[src/rtl/uart_rx_fifo.sv]
// Receive-side byte buffer behind the UART receiver: qualifies each frame by the
// low time of rec_readyH, pushes accepted bytes into a FWFT FIFO drained by valid/ready.
module uart_rx_fifo #(
  parameter int DEPTH   = 16,
  parameter int AW      = 4,
  parameter int MIN_LOW = 64
) (
  input  logic          sys_clk,
  input  logic          sys_rst_l,
  input  logic [7:0]    rec_dataH,
  input  logic          rec_readyH,
  output logic [7:0]    rd_dataH,
  output logic          rd_validH,
  input  logic          rd_readyH,
  output logic [AW:0]   countH,
  output logic          emptyH,
  output logic          fullH,
  output logic          overflowH,
  input  logic          clr_overflowH,
  output logic [7:0]    runt_cntH
);

  typedef enum logic {IDLE, LOW} state_e;

  localparam logic [AW:0] DEPTH_C   = (AW+1)'(DEPTH);
  localparam logic [7:0]  MIN_LOW_C = 8'(MIN_LOW);

  state_e          state_q, state_d;
  logic            ready_q;
  logic [7:0]      low_cnt_q, low_cnt_d;
  logic [7:0]      runt_cnt_q, runt_cnt_d;
  logic [AW-1:0]   wptr_q, wptr_d, rptr_q, rptr_d;
  logic [AW:0]     count_q, count_d;
  logic            overflow_q, overflow_d;
  logic [7:0]      mem [DEPTH];

  logic fall, rise, push, pop, wr_en, drop;

  // NOTE: every always_comb output gets a default first so no path leaves it
  // unassigned, which would otherwise infer a latch.
  always_comb begin
    fall       = ready_q & ~rec_readyH;
    rise       = ~ready_q & rec_readyH;
    state_d    = state_q;
    low_cnt_d  = low_cnt_q;
    runt_cnt_d = runt_cnt_q;
    push       = 1'b0;
    case (state_q)
      IDLE: begin
        if (fall) begin
          low_cnt_d = 8'd1;
          state_d   = LOW;
        end
      end
      LOW: begin
        if (rise) begin
          state_d = IDLE;
          if (low_cnt_q >= MIN_LOW_C) push = 1'b1;
          else if (runt_cnt_q != 8'hFF) runt_cnt_d = runt_cnt_q + 8'd1;
        end else if (low_cnt_q != 8'hFF) begin
          low_cnt_d = low_cnt_q + 8'd1;
        end
      end
      default: state_d = IDLE;
    endcase
  end

  // A pop in the same cycle frees the slot, so a push into a full FIFO still lands.
  always_comb begin
    pop        = rd_validH & rd_readyH;
    wr_en      = push & (~fullH | pop);
    drop       = push & fullH & ~pop;
    wptr_d     = wr_en ? wptr_q + AW'(1) : wptr_q;
    rptr_d     = pop ? rptr_q + AW'(1) : rptr_q;
    count_d    = count_q;
    if (wr_en && !pop)      count_d = count_q + (AW+1)'(1);
    else if (pop && !wr_en) count_d = count_q - (AW+1)'(1);
    overflow_d = overflow_q;
    if (drop)               overflow_d = 1'b1;
    else if (clr_overflowH) overflow_d = 1'b0;
  end

  // NOTE: sequential state uses non-blocking assignments so every flop samples
  // the pre-edge values regardless of statement order.
  always_ff @(posedge sys_clk or negedge sys_rst_l) begin
    if (!sys_rst_l) begin
      state_q    <= IDLE;
      ready_q    <= 1'b0;
      low_cnt_q  <= '0;
      runt_cnt_q <= '0;
      wptr_q     <= '0;
      rptr_q     <= '0;
      count_q    <= '0;
      overflow_q <= 1'b0;
    end else begin
      state_q    <= state_d;
      ready_q    <= rec_readyH;
      low_cnt_q  <= low_cnt_d;
      runt_cnt_q <= runt_cnt_d;
      wptr_q     <= wptr_d;
      rptr_q     <= rptr_d;
      count_q    <= count_d;
      overflow_q <= overflow_d;
    end
  end

  // NOTE: the storage array has no reset; occupancy is tracked by the count, and
  // the empty gating on rd_dataH hides stale contents.
  always_ff @(posedge sys_clk) begin
    if (wr_en) mem[wptr_q] <= rec_dataH;
  end

  assign countH    = count_q;
  assign emptyH    = (count_q == '0);
  assign fullH     = (count_q == DEPTH_C);
  assign rd_validH = ~emptyH;
  assign rd_dataH  = emptyH ? 8'h00 : mem[rptr_q];
  assign overflowH = overflow_q;
  assign runt_cntH = runt_cnt_q;

endmodule

[config.mk]
export PLATFORM = sky130hd
export DESIGN_NAME = uart_rx_fifo
export DESIGN_NICKNAME = d
export VERILOG_FILES = /design/src/rtl/uart_rx_fifo.sv
export SDC_FILE = /design/constraint.sdc
export NUM_CORES = 1
export LEC_CHECK = 0
export BUFFER_PORTS_ARGS = -buffer_cell sky130_fd_sc_hd__buf_2
export CORE_ASPECT_RATIO = 2
export CORE_MARGIN = 2
export CORE_UTILIZATION = 62
export DETAILED_ROUTE_END_ITERATION = 6
export GPL_ROUTABILITY_DRIVEN = 0
export HOLD_SLACK_MARGIN = 0.03
export PLACE_DENSITY = 0.8
export SLEW_MARGIN = 0
export SYNTH_ARGS = -nofsm -noshare
export SYNTH_HDL_FRONTEND = slang
export SYNTH_SLANG_ARGS = --single-unit
[constraint.sdc]
create_clock -name sys_clk -period 4.4 [get_ports sys_clk]
set_input_delay 0.88 -clock sys_clk [delete_from_list [all_inputs] [get_ports sys_clk]]
set_output_delay 0.88 -clock sys_clk [all_outputs]
set_load 0.005 [all_outputs]
======== Yosys cells after proc, flatten, opt, wreduce, memory -nomap -nowiden ========
Memory sizes are Yosys's and may differ from the RTL's.
Cells that the tools add are included.
Widths: inputs -> output; s select.
storage, ports and cells
  flip-flop bits (word level) ............. 32
  output and inout bits ................... 25
  bits of input ports ..................... 13
  memories ................................ 1
  logic and storage cells ................. 62
  memory bits (writable) .................. 128
  latch bits .............................. 0
  memory bits (read-only) ................. 0
memories
  memory  words  width  rd ports  clocked after memory_dff  wr ports  line  text
  mem     16     8      1         0                         1         35    logic [7:0] mem [DEPTH];
operators by class
  order comparisons ....................... 1
  equality and inequality tests ........... 6
  reductions and logical operators ........ 9
  divide/modulo/power cells ............... 0
  $add $sub $neg .......................... 6
  multiplexer cells ....................... 17
  bitwise operators ....................... 14
  shifts and indexed selects .............. 0
  multiply operators ...................... 0
operator list
  cell                 number
  $mux 8               4
  $add 8x1->8 const B  2
  $ne 8x8->1 const B   2
  $pmux 8 s2           1
  $mux 5               2
  $mux 1               9
  $add 4x1->4 const B  2
  $ge 8x7->1 const B   1
  $not 1->1            7
  $and 1x1->1          6
  $add 5x1->5 const B  1
  $eq 5x5->1 const B   1
  $logic_not 5->1      1
  $sub 5x1->5 const B  1
  $ne 2x2->1 const B   2
  $reduce_and 4->1     1
  $reduce_bool 2->1    2
  $reduce_and 3->1     1
  $logic_and 1x1->1    2
  $logic_not 1->1      2
  $ne 2x1->1 const B   1
  $pmux 1 s2           1
  $or 1x1->1           1

======== Depth between registers and ports, before layout ========
Gate-level depths: netlist of run 1.
  word-level depth ........................ 9
  depth in mapped cells ................... 11

======== Worst setup path before layout of run 1 ========
Ideal clock, no wire load.
  kind .................................... input to register
  from .................................... input rd_readyH
  to ...................................... register count_q[4] (netlist: countH[4])
  path buffers ............................ 1
  arrival time ............................ 2867 ps
  slack ................................... 1397 ps
  stages on the path ...................... 9
  cell sequence ........................... inv_1 > a311oi_1 > buf_2 > ha_1 > inv_1 > fa_1 > a21o_1 > a2111oi_0 > o31ai_1
between the ends
  word-level cells in the longest chain between the ends .. 6
  elaborated cells on any way between the ends .. 9
  those cells by class .................... mux (1); bitwise (3); reduce/logical (5)
RTL lines
  element                             line  text
  start: declaration                  14    input logic rd_readyH,
  $and 1x1->1 (*)                     70    pop = rd_validH & rd_readyH;
  $or 1x1->1 (*)                      71    wr_en = push & (~fullH | pop);
  $and 1x1->1 (*)                     71
  net wr_en                           37    logic fall, rise, push, pop, wr_en, drop;
  $logic_not 1->1                     77    else if (pop && !wr_en) count_d = count_q - (AW+1)'(1);
  $logic_and 1x1->1                   77
  $reduce_bool 2->1 (no source line)  --
  end signal: assignment              102   count_q <= count_d;
  end: declaration                    33    logic [AW:0] count_q, count_d;
The timed path passes the listed nets; every way through them passes the cells marked *.
A chain may end at the register's enable or synchronous reset.

======== Final worst setup path of run 1 ========
  from .................................... register rptr_q[1]
  to ...................................... output rd_dataH[0]
between the ends
  word-level cells in the longest chain between the ends .. 2
RTL lines
  element                   line  text
  start: declaration        32    logic [AW-1:0] wptr_q, wptr_d, rptr_q, rptr_d;
  start signal: assignment  101   rptr_q <= rptr_d;
  $mem_v2 16x8              --
  $mux 8                    117   assign rd_dataH = emptyH ? 8'h00 : mem[rptr_q];
  end: declaration          12    output logic [7:0] rd_dataH,
Every way passes these cells.

==> results of run 1 <==
[sequential cells by signal, indices dropped and copies added, names as in the netlist]
| signal | count |
|---|---|
| ready_q | 1 |
| mem | 128 |
| overflowH | 1 |
| low_cnt_q | 8 |
| countH | 5 |
| runt_cntH | 8 |
| rptr_q | 4 |
| state_q | 1 |
| wptr_q | 4 |
[cell usage after synthesis (2+ instances only)]
library cell    n  area [um^2]
dfrtp_1        32          801
and4b_1         4         40.0
nand4_1         4         25.0
o21ai_0        11         55.1
nor2b_1         4         25.0
o31ai_1         3         22.5
buf_12          2         40.0
edfxtp_1      128         3840
mux4_2         23          518
mux2_2         11          124
nand2_1        18         67.6
clkbuf_1        2         7.51
and3_1          5         31.3
nor2_1         10         37.5
ha_1           11          138
o21ai_1         4         20.0
buf_4           4         30.0
a32o_1          2         20.0
buf_2           6         30.0
inv_1          10         37.5
nand2b_1        2         12.5
nor3_1          7         35.0
buf_6           2         22.5
mux2i_1        10          100
a21o_1          3         22.5
or3_1           2         12.5
nand3_1         9         45.0
xnor2_1         8         70.1
and2_1          9         56.3
clkbuf_4        2         15.0
nor4_1          2         12.5
xor2_1          8         70.1
mux4_1          9          236
a21oi_1        12         60.1
[layout make-up]
class,instances,area (um^2)
Inverter,10,37.5
Clock buffer,19,433
Sequential cell,160,4640
Multi-Input combinational cell,205,1990
Timing Repair Buffer,41,215
Tap cell,140,175
Fill cell,714,3130
Clock inverter,13,186
Antenna cell,1,2.50
[cell usage in the layout (no fill, tap or decap), types with 10 or more instances in the layout]
cell type  netlist  routed
mux2i_1         10      10
a21oi_1         12      12
o21ai_0         11      11
clkbuf_16        0      17
dfrtp_1         32      32
nor2_1          10      10
edfxtp_1       128     128
ha_1            11      11
inv_1           10      10
mux2_2          11      11
nand2_1         18      18
mux4_2          23      23
buf_2            6      37
[layer usage]
layer	part of all wire, %	vias to the layer above	global-route usage [%]
li1	-	1632	-
met1	34	1822	26.6
met2	60	104	42.7
met3	4.0	19	4.74
met4	2.1	0	11.4
met5	0	-	0
[power by group through the flow]
stage / clock, uW / sequential [uW] / combinational (uW)
5_1_grt: 1610 / 1890 / 1210
3_3_place_gp: 0 / 1900 / 1090
6_report: 1540 / 1870 / 1100
2_1_floorplan: 0 / 1830 / 916
3_5_place_dp: 0 / 1900 / 1120
4_1_cts: 1550 / 1870 / 1130
[worst paths after layout]
| path | end | from | slack, ps |
|---|---|---|---|
| worst max-delay path | rd_dataH[0] | rptr_q[1] | 880 |
| max in group asynchronous | countH[3] | sys_rst_l | 3400 |
| min in group asynchronous | runt_cntH[4] | sys_rst_l | 520 |
| worst min register to register | overflowH | overflowH | 500 |
| worst min-delay path | overflowH | overflowH | 500 |
| worst max register to register | countH[4] | countH[0] | 1280 |
[metrics by stage]
step	worst slack (ps)	instances	hold WS, ps	cell area [um^2]	utilization (%)
detailed placement	1140	556	487	7060	65.3
global placement	1180	556	478	7060	65.3
global route	653	589	521	7680	71.1
floorplan	1400	393	484	6820	-
finish	879	589	499	7680	71.1
CTS	830	588	501	7680	71.1
[cell families (layout without fill, tap and decap cells)]
family / after synthesis / after routing / synth area share, %
flops: 160 / 160 / 68.1
mux: 53 / 53 / 14.4
other cells: 0 / 1 / 0
xor+xnor: 16 / 16 / 2.06
buf+inv: 28 / 83 / 2.68
simple gates: 80 / 80 / 6.33
fa+ha+maj: 12 / 12 / 2.31
compound gates: 44 / 44 / 4.13
==> metrics.cfg, run 1 <==
[worst_setup_path]
slowest_delay_ps=590
cp_slowest_cell=mux4_2
cp.required_ps=3520
reg2reg_depth=9
cpLargestDelayFamily=multiplexers
worst_setup_path_start_kind=flip-flop
end_kind=output pin
critPathBufInv=2
cp_max_fo=32
crit_type=reg -> out
crit_chain=buf_4 -> mux4_2 -> mux2_2 -> o21ai_0 -> a21oi_1 -> buf_2
cp.depth=6
worstPathArrival_ps=2640

[placement]
port-buffer-count=37
dp_hpwl_mm=8.76

[clocking]
cts_resized=0
clockBufferDepth=2
cts-root-buf=clkbuf_16
clock_latency_ps=420
cts_setup_buffers=0
holdBufCountCts=0
cts_tree=built
numClockSinks=160
numCtsBuffers=17
h-tree-depth=4
path_clk_slew_ps=60

[sta]
min_period_ps=3520
drv_slew=0
hold_viol_final=0
period_share_pct=80.0
fmax_ghz=0.284
slew_headroom_pct=47.2
rsz0062_at_grt=false
fin_skew_ps=4.92
tightest_slew_ps=792
setup_viol=0
final.setup.tns_ps=0

[synthesis]
yosys_warnings=0
synthArstFlopShare_pct=20.0
syn_nets=418
syn_inst=393
synth_edf_count=128
synth_ff_type=edfxtp_1
ys_seq_area_share_pct=68.1
synth.distinct_cells=48
yosys_register_bits=160
syn_area_um2=6820
syn_area_per_cell_um2=17.3

[pwr]
leakagePower_uw=0.00281
power_uw=4520
ir_drop_uv=345
intPower_uw=3260
swShare_pct=27.8
power_switching_uw=1260
pwr-share-comb_pct=24.4
p_seq_share_pct=41.4
pwr-share-clk_pct=34.1
p_per_area_nw_per_um2=588

[detailed_routing]
drc_errors=0
vias=3577
drt_iter0_drc=306
via_per_inst=6.07
avgRoutedWirePerCell_um=22.1
drt_wl_total_mm=13.0
firstDrtPassIters=7
antenna_left=0

[finish]
syn2layout_area_growth_pct=12.7
drive_gt1_share_pct=23.9
finalNetCount=460

[global_route]
grt_max_degree=33
antenna_found_initial=1
grt_pass1_vias=3901
grt_pass1_wl_mm=20.8
grt_usage_pct=23.8
overflow=0

[die]
die_h_um=152
die_width_um=78.1
rows=54
dieArea_um2=11900
ioPinCount=38
core-area_um2=10800
initial_utilization_pct=63.1

[status]
status=completed

[worst_hold_path]
hold_depth=1
holdCritPathClass=reg -> reg

[flow_run]
drv_cap=0

No activity file was read; power rests on OpenSTA's default activity.
==> run 2: changes to the inputs <==
--- a/config.mk
+++ b/config.mk
@@ -5,14 +5,15 @@
 export SDC_FILE = /design/constraint.sdc
 export NUM_CORES = 1
 export LEC_CHECK = 0
+export ABC_AREA = 1
 export BUFFER_PORTS_ARGS = -buffer_cell sky130_fd_sc_hd__buf_2
 export CORE_ASPECT_RATIO = 2
 export CORE_MARGIN = 2
-export CORE_UTILIZATION = 62
+export CORE_UTILIZATION = 55
 export DETAILED_ROUTE_END_ITERATION = 6
 export GPL_ROUTABILITY_DRIVEN = 0
 export HOLD_SLACK_MARGIN = 0.03
-export PLACE_DENSITY = 0.8
+export PLACE_DENSITY = 0.75
 export SLEW_MARGIN = 0
 export SYNTH_ARGS = -nofsm -noshare
 export SYNTH_HDL_FRONTEND = slang
==> constraint.sdc (replaced) <==
create_clock -name sys_clk -period 3 [get_ports sys_clk]
set_input_delay 0.6 -clock sys_clk [delete_from_list [all_inputs] [get_ports sys_clk]]
set_output_delay 0.6 -clock sys_clk [all_outputs]
set_load 0.005 [all_outputs]
==> metrics.cfg, run 2 <==
[status]
status=completed

[finish]
finalNetCount=727  ; +58%
largest_register_ffs=128  ; unchanged
final_common_cell=nand2_1
n_antenna_cell=0  ; -1
top_register=mem
drive_gt1_share_pct=16.2  ; -7.6 points
syn2layout_area_growth_pct=14.8
final_cell_mix=218 x nand2_1, 128 x edfxtp_1, 112 x nand3_1, 37 x buf_2, 31 x dfrtp_1
finalNonFillerCells=864  ; +47%
nFillCells=944  ; +32%

[placement]
port-buffer-count=37  ; unchanged
dp_hpwl_mm=10.6  ; +22%
post-place-cells=832  ; +50%

[detailed_routing]
via_per_inst=5.68  ; -6.5%
vias=4908  ; +37%
antenna_left=0  ; unchanged
avgRoutedWirePerCell_um=18.4  ; -17%
firstDrtPassIters=5  ; -2
drt_wl_total_mm=15.9  ; +22%
drt_iter0_drc=406  ; +33%
drc_errors=0  ; unchanged

[synthesis]
syn_area_um2=7030  ; +3.1%
synth_ff_type=edfxtp_1
synth-xor-area-share_pct=2.12  ; +0.064 points
synth_edf_count=128  ; unchanged
yosys.area_share.simple_pct=22.9  ; +17 points
yosys_warnings=0  ; unchanged
synthTopCellsByArea=edfxtp_1 55%, nand2_1 12%, dfrtp_1 11%
synth_fa_ha_area_share_pct=2.24  ; -0.069 points
syn_inst=650  ; +65%
synth_top_cell_by_area=edfxtp_1
synth_common_cells=218 x nand2_1, 128 x edfxtp_1, 112 x nand3_1
synth_top_family_by_area=simple AND/OR/NAND/NOR gates
synth.distinct_cells=34  ; -29%
synthArstFlopShare_pct=20.0  ; unchanged
synth_compound_area_share_pct=2.72  ; -1.4 points
syn_area_per_cell_um2=10.8  ; -38%
yosys_register_bits=160  ; unchanged
synth.most_common_cell=nand2_1
synth_top_area_share_pct=54.7  ; -1.7 points
ys_seq_area_share_pct=66.1  ; -2.0 points
syn_nets=675  ; +61%
muxShareOfSynthArea_pct=0  ; -14 points

[worst_setup_path]
crit_type=reg -> out
worstPathArrival_ps=2230  ; -410 ps
reg2reg_slack_ps=480  ; -800 ps
cp_max_fo=32  ; unchanged
worst_setup_path_start_kind=flip-flop
cp.required_ps=2400  ; -1120 ps
end_kind=output pin

[die]
dieArea_um2=13700  ; +16%
die_width_um=83.9  ; +7.4%
rows=58  ; +7.4%
die_h_um=164  ; +7.6%
initial_utilization_pct=56.0  ; -7.1 points
ioPinCount=38  ; unchanged
core-area_um2=12600  ; +16%

[sta]
hold_viol_final=0  ; unchanged
whs_ps=229  ; -270 ps
fmax_ghz=0.353
period_share_pct=94.5
tightest_slew_ps=722  ; -69.6 ps
rsz0062_at_grt=false
final.setup.tns_ps=0  ; unchanged
slew_headroom_pct=51.8  ; +4.6 points
drv_slew=0  ; unchanged
setup_viol=0  ; unchanged
fin_skew_ps=11.9  ; +6.95 ps
min_period_ps=2830

[clocking]
cts_resized=0  ; unchanged
holdBufCountCts=0  ; unchanged
numClockSinks=160  ; unchanged
cts_tree=built
clock_latency_ps=420  ; about the same
cts_setup_buffers=0  ; unchanged
clockBufferDepth=2  ; unchanged
cts-root-buf=clkbuf_16
path_clk_slew_ps=60  ; about the same
h-tree-depth=4  ; unchanged
numCtsBuffers=17  ; unchanged

[global_route]
antenna_found_initial=0  ; -1
grt_pass1_wl_mm=25.0  ; +20%
grt_usage_pct=24.4  ; +0.58 points
grt_pass1_vias=4829  ; +24%
grt_max_degree=65  ; +97%
overflow=0  ; unchanged

[pwr]
p_per_area_nw_per_um2=904  ; +54%
ir_drop_uv=737  ; +110%
power_uw=7290  ; +61%
leakagePower_uw=0.00323  ; +15%

[flow_run]
drv_cap=0  ; unchanged

[worst_hold_path]
holdCritPathClass=in -> async

## run 2: power by group
part / switching, uW / internal, uW
registers: 207 / 2530
logic: 1510 / 833
clock network: 888 / 1320
## run 2: final timing paths
check / start / endpoint / depth (start not counted)
setup / recovery: rptr_q[0] / rd_dataH[2] / 9
hold / removal: sys_rst_l / countH[1] / 1
setup reg to reg: countH[1] / countH[4] / 14
hold reg to reg: overflowH / overflowH / 2
max in group asynchronous: sys_rst_l / rptr_q[0] / 1
min in group sys_clk: rec_readyH / ready_q / 1
## run 2: worst max-delay path: stages, from the launching register on
cell	delay (ps)
dfrtp_4	590
clkinvlp_4	200
buf_12	210
nand2_1	90
nand3_1	150
nand3_1	90
nand2_1	80
nand2_1	60
a21oi_1	170
buf_2	140
## run 2: layout make-up
class                      instances  area [um^2]  share of cell area [%]
clock inverter                    13          176                    2.19
clock buffer                      18          429                    5.32
timing repair buffer              60          400                    4.96
multi-input combinational        433         2110                    26.1
tap                              150          188                    2.33
inverter                          30          116                    1.44
sequential                       160         4650                    57.6
## run 2: kinds of logic after synthesis
group,Yosys count
AO/OA/AOI/OAI,32
XOR/XNOR,17
adder cells (fa/ha/maj),12
buffers and inverters,57
flip-flops,160
AND/OR/NAND/NOR,372
## run 2: layer usage
layer | vias to the layer above | routed length (um) | GRT usage, % | share of wire [%]
met4 | 0 | 664 | 13.0 | 4.2
met1 | 2355 | 5550 | 25.9 | 35
li1 | 2327 | - | - | -
met5 | - | 0 | 0 | 0
met3 | 41 | 798 | 4.82 | 5.0
met2 | 185 | 8910 | 44.9 | 56
## run 2: metrics by stage
| step | setup slack, ps | utilization [%] | cell area (um^2) |
|---|---|---|---|
| finish | 166 | 64.2 | 8070 |
| global route | 23.0 | 64.2 | 8070 |
| CTS | 115 | 64.0 | 8030 |
| detailed placement | 369 | 59.2 | 7430 |
| global placement | 428 | 59.2 | 7430 |
| floorplan | 642 | - | 7030 |
